===== src/rtl/dmem_arb_pkg.sv =====
// Shared types and constants for the data-SRAM arbiter (optional debug aging: SRAM_ARB_AGE_EN).
package dmem_arb_pkg;

    localparam int unsigned WORD_AW = 14;
    localparam int unsigned DW      = 32;
    localparam int unsigned BEW     = 4;

    typedef enum logic [1:0] {
        S_CORE = 2'd0,
        S_DBG  = 2'd1,
        S_YLD  = 2'd2
    } state_e;

    typedef enum logic [1:0] {
        OWN_NONE = 2'd0,
        OWN_CORE = 2'd1,
        OWN_DBG  = 2'd2
    } owner_e;

    // One SRAM beat minus the address (address width follows the AW parameter).
    typedef struct packed {
        logic [BEW-1:0] we;
        logic [DW-1:0]  wd;
        logic [BEW-1:0] re;
    } beat_t;

endpackage


===== src/rtl/dmem_arb_age.sv =====
// Saturating debug-wait counter; raises aged_o once debug has waited AGE_MAX ungranted cycles.
module dmem_arb_age #(
    parameter int unsigned AGE_MAX = 16
) (
    input  logic clk,
    input  logic rstn,
    input  logic req_i,
    input  logic gnt_i,
    output logic aged_o
);

    localparam int unsigned CW = (AGE_MAX > 0) ? $clog2(AGE_MAX + 1) : 1;

    logic [CW-1:0] age_q;
    logic [CW-1:0] age_d;

    always_comb begin
        age_d = age_q;
        if (gnt_i) begin
            age_d = '0;
        end else if (req_i && (age_q != CW'(AGE_MAX))) begin
            age_d = age_q + CW'(1);
        end
    end

    always_ff @(posedge clk) begin
        if (!rstn) begin
            age_q <= '0;
        end else begin
            age_q <= age_d;
        end
    end

    assign aged_o = (age_q == CW'(AGE_MAX));

endmodule


===== src/rtl/dmem_arb.sv =====
// Core/debug arbiter for the single-port data SRAM with bounded debug bursts and a forced core yield.
// Define SRAM_ARB_AGE_EN to let a long-waiting debug request pre-empt an active core.
module dmem_arb
    import dmem_arb_pkg::*;
#(
    parameter int unsigned AW        = 16,
    parameter int unsigned BURST_MAX = 8,
    parameter int unsigned AGE_MAX   = 16
) (
    input  logic          clk,
    input  logic          rstn,
    input  logic [AW-1:0] c_a,
    input  logic [3:0]    c_we,
    input  logic [31:0]   c_wd,
    input  logic [3:0]    c_re,
    output logic [31:0]   c_rd,
    output logic          c_stall,
    input  logic          d_req,
    input  logic [AW-1:0] d_a,
    input  logic [3:0]    d_we,
    input  logic [31:0]   d_wd,
    input  logic [3:0]    d_re,
    output logic          d_gnt,
    output logic [31:0]   d_rd,
    output logic          d_rvld,
    output logic [AW-3:0] m_a,
    output logic [3:0]    m_we,
    output logic [31:0]   m_wd,
    output logic [3:0]    m_re,
    input  logic [31:0]   m_rd
);

    localparam int unsigned BW = (BURST_MAX > 1) ? $clog2(BURST_MAX + 1) : 1;

    state_e        state_q, state_d;
    logic [BW-1:0] beat_q, beat_d;
    logic [BW-1:0] beat_inc;
    owner_e        own_q, own_d;
    logic          rd_q, rd_d;

    logic  core_act;
    logic  dbg_win;
    logic  core_win;
    logic  aged;
    beat_t c_beat, d_beat, m_beat;

    assign core_act = |(c_we | c_re);
    assign c_beat   = {c_we, c_wd, c_re};
    assign d_beat   = {d_we, d_wd, d_re};

`ifdef SRAM_ARB_AGE_EN
    dmem_arb_age #(
        .AGE_MAX (AGE_MAX)
    ) u_age (
        .clk    (clk),
        .rstn   (rstn),
        .req_i  (d_req),
        .gnt_i  (d_gnt),
        .aged_o (aged)
    );
`else
    logic unused_age;
    assign aged       = 1'b0;
    assign unused_age = (AGE_MAX != 0);
`endif

    // Address bits [1:0] select a byte lane only via the enables.
    logic unused_lsb;
    assign unused_lsb = ^{c_a[1:0], d_a[1:0]};

    always_ff @(posedge clk) begin
        if (!rstn) begin
            state_q <= S_CORE;
            beat_q  <= '0;
            own_q   <= OWN_NONE;
            rd_q    <= 1'b0;
        end else begin
            state_q <= state_d;
            beat_q  <= beat_d;
            own_q   <= own_d;
            rd_q    <= rd_d;
        end
    end

    // Winner selection, burst accounting and next state.
    always_comb begin
        state_d  = state_q;
        beat_d   = beat_q;
        dbg_win  = 1'b0;
        beat_inc = (state_q == S_DBG) ? (beat_q + BW'(1)) : BW'(1);

        case (state_q)
            S_CORE:  dbg_win = d_req && (!core_act || aged);
            S_DBG:   dbg_win = d_req;
            S_YLD:   dbg_win = 1'b0;
            default: dbg_win = 1'b0;
        endcase
        if (!rstn) begin
            dbg_win = 1'b0;
        end

        if (dbg_win) begin
            if (beat_inc >= BW'(BURST_MAX)) begin
                beat_d  = '0;
                state_d = core_act ? S_YLD : S_CORE;
            end else begin
                beat_d  = beat_inc;
                state_d = S_DBG;
            end
        end else if (state_q == S_DBG) begin
            // Debug dropped its request mid-burst; still hand the core its slot.
            beat_d  = '0;
            state_d = core_act ? S_YLD : S_CORE;
        end else begin
            beat_d  = '0;
            state_d = S_CORE;
        end
    end

    // SRAM mux from the winner; the loser's enables never reach the SRAM.
    always_comb begin
        core_win = rstn && core_act && !dbg_win;
        m_beat   = '0;
        m_a      = '0;
        own_d    = OWN_NONE;
        if (dbg_win) begin
            m_beat = d_beat;
            m_a    = d_a[AW-1:2];
            own_d  = OWN_DBG;
        end else if (core_win) begin
            m_beat = c_beat;
            m_a    = c_a[AW-1:2];
            own_d  = OWN_CORE;
        end
        rd_d = |m_beat.re;
    end

    assign m_we    = m_beat.we;
    assign m_wd    = m_beat.wd;
    assign m_re    = m_beat.re;
    assign d_gnt   = dbg_win;
    assign c_stall = core_act && dbg_win;
    assign c_rd    = m_rd;
    assign d_rd    = m_rd;
    assign d_rvld  = rstn && (own_q == OWN_DBG) && rd_q;

endmodule


===== config.mk =====
export PLATFORM = sky130hd
export DESIGN_NAME = dmem_arb
export DESIGN_NICKNAME = d
export VERILOG_FILES = /design/src/rtl/dmem_arb_pkg.sv /design/src/rtl/dmem_arb_age.sv /design/src/rtl/dmem_arb.sv
export SDC_FILE = /design/constraint.sdc
export NUM_CORES = 1
export LEC_CHECK = 0
export ABC_AREA = 1
export CAP_MARGIN = 15
export CELL_PAD_IN_SITES_DETAIL_PLACEMENT = 0
export CELL_PAD_IN_SITES_GLOBAL_PLACEMENT = 1
export CORE_AREA = 8 8 97 99
export DETAILED_ROUTE_END_ITERATION = 16
export DIE_AREA = 0 0 105 107
export DONT_BUFFER_PORTS = 1
export GPL_ROUTABILITY_DRIVEN = 0
export PLACE_DENSITY_LB_ADDON = 0.1
export SLEW_MARGIN = 20
export SYNTH_ARGS = -nofsm -noshare
export SYNTH_HDL_FRONTEND = slang
export SYNTH_SLANG_ARGS = --single-unit

===== constraint.sdc =====
create_clock -name clk -period 2.1 [get_ports clk]
set_clock_uncertainty 0.05 [all_clocks]
set_input_delay 0.42 -clock clk [delete_from_list [all_inputs] [get_ports clk]]
set_output_delay 0.42 -clock clk [all_outputs]
set_load 0.05 [all_outputs]

==> results.ini, run 1 <==
[outcome]
outcome=completed

[drt]
viasPerCell=4.25
firstDrtPassIters=4
drc=0
vias=1614
drtIter0Drc=58
post_drt_wl_per_cell_um=18.7
totalWireLength_um=7090
detail-route-antenna-nets=0

[logic_synthesis]
synth-compound-area-share=0.0350
synth_fa_ha_area_frac=0.00779
ys_seq_elements=9
synthXorXnorAreaFrac=0.0109
synth_top_family_by_area=simple AND/OR/NAND/NOR gates
synth_top_area_share=0.369
yosysSeqAreaShare=0.112
synth_nets=440
yosysTopAreaCell=nand2_1
avgSynthCellArea_um2=5.50
synthTopCellsByArea=nand2_1, buf_4, dfxtp_1, buf_6, inv_1
syn_inst=292
yosysUniqueCellTypes=21
synth_area_mm2=0.00161
synthSimpleGateAreaFrac=0.442
synth.area.mux_share=0
synth_warnings=0

[grt]
grt_pass1_wl_um=9300
grt.overflow.total=0
grt_usage=0.102
grt_pass1_vias=1633
antenna_found_initial=0
grt_max_degree=29

[critical_path]
cp_data_required_time_ps=1630
r2r-end=rd_q
regToRegSetupSlack_ps=450
cp_max_fo=7
worstSetupEndpointType=output pin
crit_arrival_ps=1580
critical_path_class=input port to output pin
r2r-start=state_q[1]
startpoint_type=input port
rr_worst_depth=9

[sta]
drv_slew=0
timing.final.crit_share=0.975
hold_viol_final=0
rsz0062_at_grt=yes
setup_viol=0
fmax_mhz=488
min_period_ps=2050

[clock_tree]
cts_max_level=1
clock_latency_ps=230
clkTransAtPathRegs_ps=40
clock_tree.root_cell=clkbuf_8
clock_sinks=9
cts_inserted_buffers=3
clk_path_buf_depth=2
cts_tree=built

[flow_run]
maxCapViolCount=0

[power_and_ir_drop]
seqPwrFrac=0.206
power_density_mw_per_mm2=346
p_leak_nw=1.13
clock_power_share=0.228
internal_power_mw=0.469
netSwitchingFraction=0.454
vdd_drop_max_mv=0.261
pwr-share-comb=0.566
p_sw_mw=0.390

[place]
place_inst=356
dp_hpwl_um=5260
portBuffers=0

[final_layout]
fillCellCount=874
final_common_cell=nand2_1
layout_common_cells=nand2_1, nand2_2, nand2_4
diodes=0
nets=424
area_growth_pct=54.6
drive_gt1_frac=0.542
fin_util=0.313
layout.cells.non_filler=380

[die]
coreArea_mm2=0.00793
io_pins=268
die_area_mm2=0.0112
fp.dieW_um=105
die_h_um=107
initial_core_util=0.203
placementRows=33

[hold_path]
worstHoldPathCells=2
hold_start=rstn
hold-path-endpoint=own_q[1]
worstHoldPathType=input port to flop

state kept, by name (all words and copies together), names as in the netlist:
signal / count
rd_q: 1
state_q: 2
beat_q: 4
own_q: 2
worst max-delay path: stages:
cell	delay (ps)
inv_2	40
nand2_4	50
nor2_4	110
nand2_2	70
nand2_2	90
nand2_4	70
buf_6	130
nand2_8	70
clkinv_8	90
clkbuf_16	170
nand2_1	70
nand2_2	60
buf_12	140
per-layer routing:
layer	global-route usage	part of all wire	vias up
met4	0.0316	0.016	0
met3	0.0612	0.12	20
li1	-	-	784
met5	0	0	-
met1	0.0933	0.35	706
met2	0.185	0.52	104
cell type report:
class                           count  area (um^2)  area share
Inverter                           16         81.3      0.0327
Sequential cell                     9          180      0.0725
Timing Repair Buffer               54          855       0.344
Tap cell                          105          131      0.0529
Clock buffer                        4         45.0      0.0181
Multi-Input combinational cell    192         1190       0.480
cell usage after synthesis:
master,n
dfxtp_1,9
nor2_4,1
nor2_1,5
nor2_2,2
nand2_1,158
buf_6,4
inv_1,8
xnor2_1,1
o2111ai_1,3
buf_2,5
o21ai_1,5
buf_4,66
xor2_1,1
nand3_1,3
conb_1,1
inv_2,8
nand4_1,4
nor3_1,2
nand2_2,4
a21oi_1,1
ha_1,1
power by group through the flow:
| stage | Combinational [mW] | Sequential (mW) | Clock, mW |
|---|---|---|---|
| 2_1_floorplan | 0.633 | 0.180 | 0 |
| 3_3_place_gp | 0.426 | 0.180 | 0 |
| 3_5_place_dp | 0.424 | 0.180 | 0 |
| 4_1_cts | 0.446 | 0.177 | 0.206 |
| 5_1_grt | 0.509 | 0.177 | 0.214 |
| 6_report | 0.487 | 0.177 | 0.196 |
per-stage QoR:
step           instance area [um^2]  hold slack (ps)  setup WS [ps]  power [mW]  setup TNS [ps]
2_1_floorplan                  1760              394          -85.1       0.813            -281
3_3_place_gp                   1860              423          -19.1       0.605           -19.1
3_5_place_dp                   1860              421          -28.9       0.604           -59.5
4_1_cts                        2180              318          -15.5       0.829           -48.1
5_1_grt                        2480              350          -46.3       0.901            -768
6_report                       2480              333           52.2       0.860               0
worst max-delay path by stage:
stage / cells after the start / slack [ps] / end / start
finish: 13 / 50 / m_a[10] / c_re[2]
global route: 12 / -50 / m_a[10] / c_re[1]
CTS: 13 / -20 / m_wd[18] / c_we[1]
detailed placement: 11 / -30 / m_wd[2] / c_we[2]
global placement: 10 / -20 / m_wd[6] / c_we[2]
floorplan: 5 / -90 / m_we[0] / rstn
cell families (layout without fill, tap and decap cells):
| group | count (synthesis) | in the layout |
|---|---|---|
| buffers and inverters | 91 | 74 |
| AO/OA/AOI/OAI | 9 | 9 |
| adder cells (fa/ha/maj) | 1 | 1 |
| AND/OR/NAND/NOR | 179 | 179 |
| other | 1 | 1 |
| XOR/XNOR | 2 | 2 |
| flip-flops | 9 | 9 |
what timing repair did:
action                     4_1_cts  5_1_grt
setup endpoints to repair       41       51
cloned                           2        7
setup buffers                   10        3
hold buffers                     0        0
resized for setup               36       43
pin swaps                       10       15
Note: power is estimated with default switching activity, not from simulation.
==> run 2: changes to the inputs <==
--- a/config.mk
+++ b/config.mk
@@ -15,7 +15,9 @@
 export DONT_BUFFER_PORTS = 1
 export GPL_ROUTABILITY_DRIVEN = 0
 export PLACE_DENSITY_LB_ADDON = 0.1
+export SKIP_LAST_GASP = 1
 export SLEW_MARGIN = 20
 export SYNTH_ARGS = -nofsm -noshare
 export SYNTH_HDL_FRONTEND = slang
+export SYNTH_HIERARCHICAL = 1
 export SYNTH_SLANG_ARGS = --single-unit
==> constraint.sdc (replaced) <==
create_clock -name clk -period 2.1 [get_ports clk]
set_clock_uncertainty 0.05 [all_clocks]
set_input_delay 0.42 -clock clk [delete_from_list [all_inputs] [get_ports clk]]
set_output_delay 0.42 -clock clk [all_outputs]
set_load 0.1 [all_outputs]
==> run 2 against run 1 <==
- setup slack got worse by 30 ps
- fmax decreased by 1.4%
- die area is the same
- sequential share of layout area decreased by 0.89 points
- critical path type unchanged
- largest cell class unchanged
==> results.ini, run 2 <==
[drt]
firstDrtPassIters=4  ; unchanged
drc=0  ; unchanged
drtIter0Drc=39  ; -33%
detail-route-antenna-nets=0  ; unchanged
post_drt_wl_per_cell_um=18.1  ; -3.2%
viasPerCell=4.45  ; +4.7%
totalWireLength_um=6550  ; -7.6%
vias=1615  ; +0.062%

[clock_tree]
cts_max_level=1  ; unchanged
clkTransAtPathRegs_ps=50  ; about the same
clock_sinks=9  ; unchanged
clock_latency_ps=230  ; about the same
clock_tree.root_cell=clkbuf_8
cts_inserted_buffers=3  ; unchanged
cts_tree=built
clk_path_buf_depth=2  ; unchanged

[outcome]
outcome=completed

[final_layout]
design_area_mm2=0.00285  ; +15%
largest-register=beat_q
largest_register_ff_count=4  ; unchanged
multi_input_area_mm2=0.00184  ; +55%
reg_top3=beat_q (4), own_q (2), state_q (2)
layout_common_cells=nand2_1, nand2_8, nand2_2
fillCellCount=808  ; -7.6%
layout.cells.non_filler=363  ; -4.5%
diodes=0  ; unchanged
drive_gt1_frac=0.671  ; +0.129
nets=407  ; -4.0%
area_growth_pct=77.4
seq_area_um2=181  ; +0.69%
final_common_cell=nand2_1

[sta]
timing.final.crit_share=0.989  ; +0.0142
rsz0062_at_grt=yes
min_period_ps=2080  ; +29.8 ps
fin_ws_ps=22.4  ; -29.8 ps
drv_slew=0  ; unchanged
finalSetupTns_ps=0  ; unchanged
hold_viol_final=0  ; unchanged
setup_viol=0  ; unchanged
fmax_mhz=481  ; -1.4%

[logic_synthesis]
synth_top_area_share=0.369  ; unchanged
avgSynthCellArea_um2=5.50  ; unchanged
yosysUniqueCellTypes=21  ; unchanged
ys_seq_elements=9  ; unchanged
synth_most_common_cell=nand2_1
synth_edf_count=0  ; unchanged
yosys-top-cells-count=nand2_1, buf_4, dfxtp_1, inv_1, inv_2
synthArstFlopShare=0  ; unchanged
synthTopCellsByArea=nand2_1, buf_4, dfxtp_1, buf_6, inv_1
synth_warnings=6  ; +6
ys.flop_type=dfxtp_1
syn_inst=292  ; unchanged
yosysSeqAreaShare=0.112  ; unchanged
synth_nets=440  ; unchanged
synth_area_mm2=0.00161  ; unchanged
yosysTopAreaCell=nand2_1

[power_and_ir_drop]
p_leak_nw=1.21  ; +6.8%
vdd_drop_max_mv=0.216  ; -17%
power_density_mw_per_mm2=386  ; +12%
p_total_mw=1.10  ; +28%

[critical_path]
worstSetupEndpointType=output pin
r2r-start=state_q[1]
slowest_stage=nand2_8
cp_data_required_time_ps=1630  ; about the same
startpoint_type=input port
cp_max_fo=6  ; -1
slowest_delay_ps=170  ; about the same
cpMostUsedCell=nand2_4
crit_end=m_a[0]
regToRegSetupSlack_ps=660  ; +210 ps
rr_worst_depth=10  ; +1
r2r-end=rd_q
crit_arrival_ps=1610  ; +30 ps
crit_chain=inv_16 > nand2_4 > nor2_4 > nand2_4 > nand2_4 > nand2_4 > nor2_4 > buf_12 > buf_8 > clkbuf_16 > nand2_2 > nand2_8
crit_start=c_we[0]
critical_path_class=input port to output pin

[die]
fp.dieW_um=105  ; unchanged
die_h_um=107  ; unchanged
coreArea_mm2=0.00793  ; unchanged
io_pins=268  ; unchanged
placementRows=33  ; unchanged
initial_core_util=0.203  ; unchanged
die_area_mm2=0.0112  ; unchanged

[grt]
grt_usage=0.102  ; +0.000152
grt_pass1_vias=1702  ; +4.2%
grt.overflow.total=0  ; unchanged
grt_max_degree=29  ; unchanged
antenna_found_initial=0  ; unchanged
grt_pass1_wl_um=9470  ; +1.8%

[place]
place_inst=347  ; -2.5%
portBuffers=0  ; unchanged
placed_area_mm2=0.00236  ; +27%
place_ws_ps=-22.6  ; +6.25 ps
dp_hpwl_um=5370  ; +2.0%

[flow_run]
maxCapViolCount=0  ; unchanged

[hold_path]
worstHoldPathType=input port to flop

==> run 2: cell counts after synthesis <==
Identical to the previous run, type by type.
==> run 2: cell type report <==
cell class	count	area share
timing repair buffer	37	0.187
tap	105	0.0461
clock buffer	4	0.0158
inverter	16	0.0404
sequential	9	0.0637
multi-input combinational	192	0.647
==> run 2: stage by stage <==
| step | hold WS, ps | utilization |
|---|---|---|
| CTS | 404 | 0.323 |
| global placement | 414 | 0.297 |
| global route | 413 | 0.360 |
| floorplan | 394 | - |
| detailed placement | 425 | 0.297 |
| finish | 403 | 0.360 |
==> run 2: layer usage <==
| metal | global-route usage | up-vias | share of wire |
|---|---|---|---|
| met5 | 0 | - | 0 |
| met4 | 0.0234 | 0 | 0.0078 |
| met3 | 0.0642 | 10 | 0.13 |
| met2 | 0.173 | 147 | 0.52 |
| met1 | 0.104 | 713 | 0.35 |
| li1 | - | 745 | - |
==> run 2: power by group <==
| group | internal [mW] | switching (mW) | leakage (nW) |
|---|---|---|---|
| logic | 0.163 | 0.565 | 1.11 |
| registers | 0.176 | 0.00167 | 0.0741 |
| clock network | 0.132 | 0.0646 | 0.0228 |
==> run 2: worst min path at each step <==
stage,end,startpoint,depth (start not counted)
after detailed placement,beat_q[0],beat_q[0],1
after floorplan,beat_q[0],beat_q[0],1
final,own_q[1],rstn,3
after global routing,own_q[1],rstn,3
after global placement,beat_q[0],beat_q[0],1
after CTS,own_q[1],rstn,3
==> run 2: cells by family (layout without fill, tap and decap cells) <==
family                     after synthesis  count (layout)  share of synthesized area
xor gates and xnor gates                 2               2                     0.0109
and+or+nand+nor                        179             179                      0.442
buffers and inverters                   91              57                      0.389
adders and majority gates                1               1                    0.00779
other                                    1               1                    0.00233
AOI/OAI and AO/OA                        9               9                     0.0350
DFF                                      9               9                      0.112
==> run 2: critical path: cells and delay by family <==
family                 cells  cell delay (ps)
AND/OR/NAND/NOR            8              760
buffers and inverters      4              430
==> run 2: what timing repair did <==
item | in CTS | in global routing
pin swaps | 15 | 37
gates cloned | 1 | 3
setup endpoints to repair | 44 | 52
buffers inserted | 4 | 6
endpoints found under the hold margin | 0 | 0
hold buffers | 0 | 0
gates resized for setup | 22 | 57
==> edit, RTL diff (config.mk and constraints of run 1) <==
`AW`: 16 -> 17.
--- a/src/rtl/dmem_arb.sv
+++ b/src/rtl/dmem_arb.sv
@@ -3,7 +3,7 @@
 module dmem_arb
     import dmem_arb_pkg::*;
 #(
-    parameter int unsigned AW        = 16,
+    parameter int unsigned AW        = 17,
     parameter int unsigned BURST_MAX = 8,
     parameter int unsigned AGE_MAX   = 16
 ) (
Interface: changed (resized c_a, d_a and m_a); port bits go from 268 to 271. No check against the original RTL was run, so the function may have changed too.
==> edit against run 1 <==
Sequential power about the same. Via count is 2.6% higher. Largest cell class unchanged. Setup slack lost 12 ps. Fmax is 0.58% lower. Total power decreased by 2.0%. Sequential cell count unchanged. Highest routed layer unchanged. Synthesized area up 0.78%. Routed wire length down 4.8%. Non-clock buffer count decreased by 4. Design area fell by 0.25%.
==> edit: results (changes against run 1) <==
[drt]
drt_iter0_drc = 97  ; +67%
vias = 1656  ; +2.6%
wl_per_cell_um = 17.8  ; -4.6%
drt-pass1-iter-count = 4  ; unchanged

[logic_synthesis]
netlist_top_cells_count = nand2_1, buf_4, inv_1
synth.top_cells.by_area = nand2_1, buf_4, dfxtp_1
synth_seq_area_share_pct = 11.1  ; -0.087 points
syn-num-nets = 445  ; +1.1%
yosysUniqueCellTypes = 22  ; +4.8%
ys_warn_count = 0  ; unchanged

[global_route]
grt_max_degree = 30  ; +3.4%
grt_pass1_vias = 1599  ; -2.1%
grt_pass1_wl_mm = 8.58  ; -7.7%
antenna_found_initial = 0  ; unchanged
grt_usage_pct = 9.03  ; -1.1 points

[pwr]
irDropWorstVdd_mv = 0.248  ; -5.2%
p_leak_uw = 0.00118  ; +4.1%

[worst_setup_path]
cp_slowest_cell = buf_6
cp_top_family = simple AND/OR/NAND/NOR gates
critPathMaxFanout = 8  ; +1
critical_path.max_stage_delay_ps = 170  ; about the same

[placement]
dpl_worst_slack_ps = -54.1  ; -25.2 ps
port_buffers = 0  ; unchanged
hpwl_mm = 5.13  ; -2.5%

[run_status]
run_status = completed

[final_layout]
fill_cells = 865  ; -1.0%
nNetsFinal = 425  ; +0.24%
drive_gt1_share_pct = 52.6  ; -1.6 points

[clock_tree]
cts_max_level = 1  ; unchanged
clock_latency_ps = 220

edit: cell types whose count changed in the layout (fill, tap and decap cells not counted), sizes merged:
cell / run 1 / this run
nand2: 162 / 165
clkbuf: 10 / 8
buf: 48 / 46
edit: power breakdown:
group	internal, µW	switching [µW]
clock	132	60.0
sequential	176	1.21
combinational	152	322
total	460	383
edit: worst reg2reg max path: stages (launching register included):
cell and delay [ps]:
dfxtp_1 300, inv_1 60, nand2_2 70, inv_2 80, nand2_4 70, nor2_4 160
buf_6 160, buf_6 130, buf_4 100, buf_4 90, nand2_1 100, o21ai_0 170
edit: layer usage:
metal / routed length, µm / track usage, % / up-vias
li1: - / - / 786
met1: 2480 / 9.15 / 744
met5: 0 / 0 / -
met3: 575 / 3.84 / 11
met2: 3670 / 17.1 / 115
met4: 29 / 1.22 / 0
edit: final cells by class:
class	count	area share [%]
clock buffers	4	1.82
inverters	16	4.65
multi-input cells	195	51.0
flip-flops and latches	9	7.27
well taps	105	5.30
repair buffers	50	30.0
edit: stage by stage:
| step | util (%) | hold WS, ps | area (µm²) | setup TNS [ps] | cells |
|---|---|---|---|---|---|
| 5_1_grt | 31.3 | 460 | 2480 | -454 | 379 |
| 4_1_cts | 24.5 | 426 | 1940 | 0 | 365 |
| 3_5_place_dp | 23.9 | 446 | 1890 | -514 | 361 |
| 3_3_place_gp | 23.9 | 443 | 1890 | -344 | 361 |
| 6_report | 31.3 | 428 | 2480 | 0 | 379 |
| 2_1_floorplan | - | 404 | 1790 | -188 | 295 |
edit: final timing paths:
path	slack (ps)	end	depth (start not counted)	from
max	40	m_we[1]	12	c_we[1]
min reg2reg	440	beat_q[0]	1	beat_q[0]
min	430	own_q[1]	3	rstn
max reg2reg	470	beat_q[0]	11	state_q[1]
edit: cell families after synthesis:
group | Yosys count | share of synthesized area, %
adders and majority gates | 1 | 0.773
other | 1 | 0.232
DFF | 9 | 11.1
buffers and inverters | 91 | 38.4
and+or+nand+nor | 182 | 44.9
xor gates and xnor gates | 2 | 1.08
AOI/OAI and AO/OA | 9 | 3.48
edit: repair_timing:
action,in CTS,in global routing
setup endpoints to repair,26,52
pin swaps,0,35
resized for setup,2,94
cloned,0,6
setup buffers,0,8
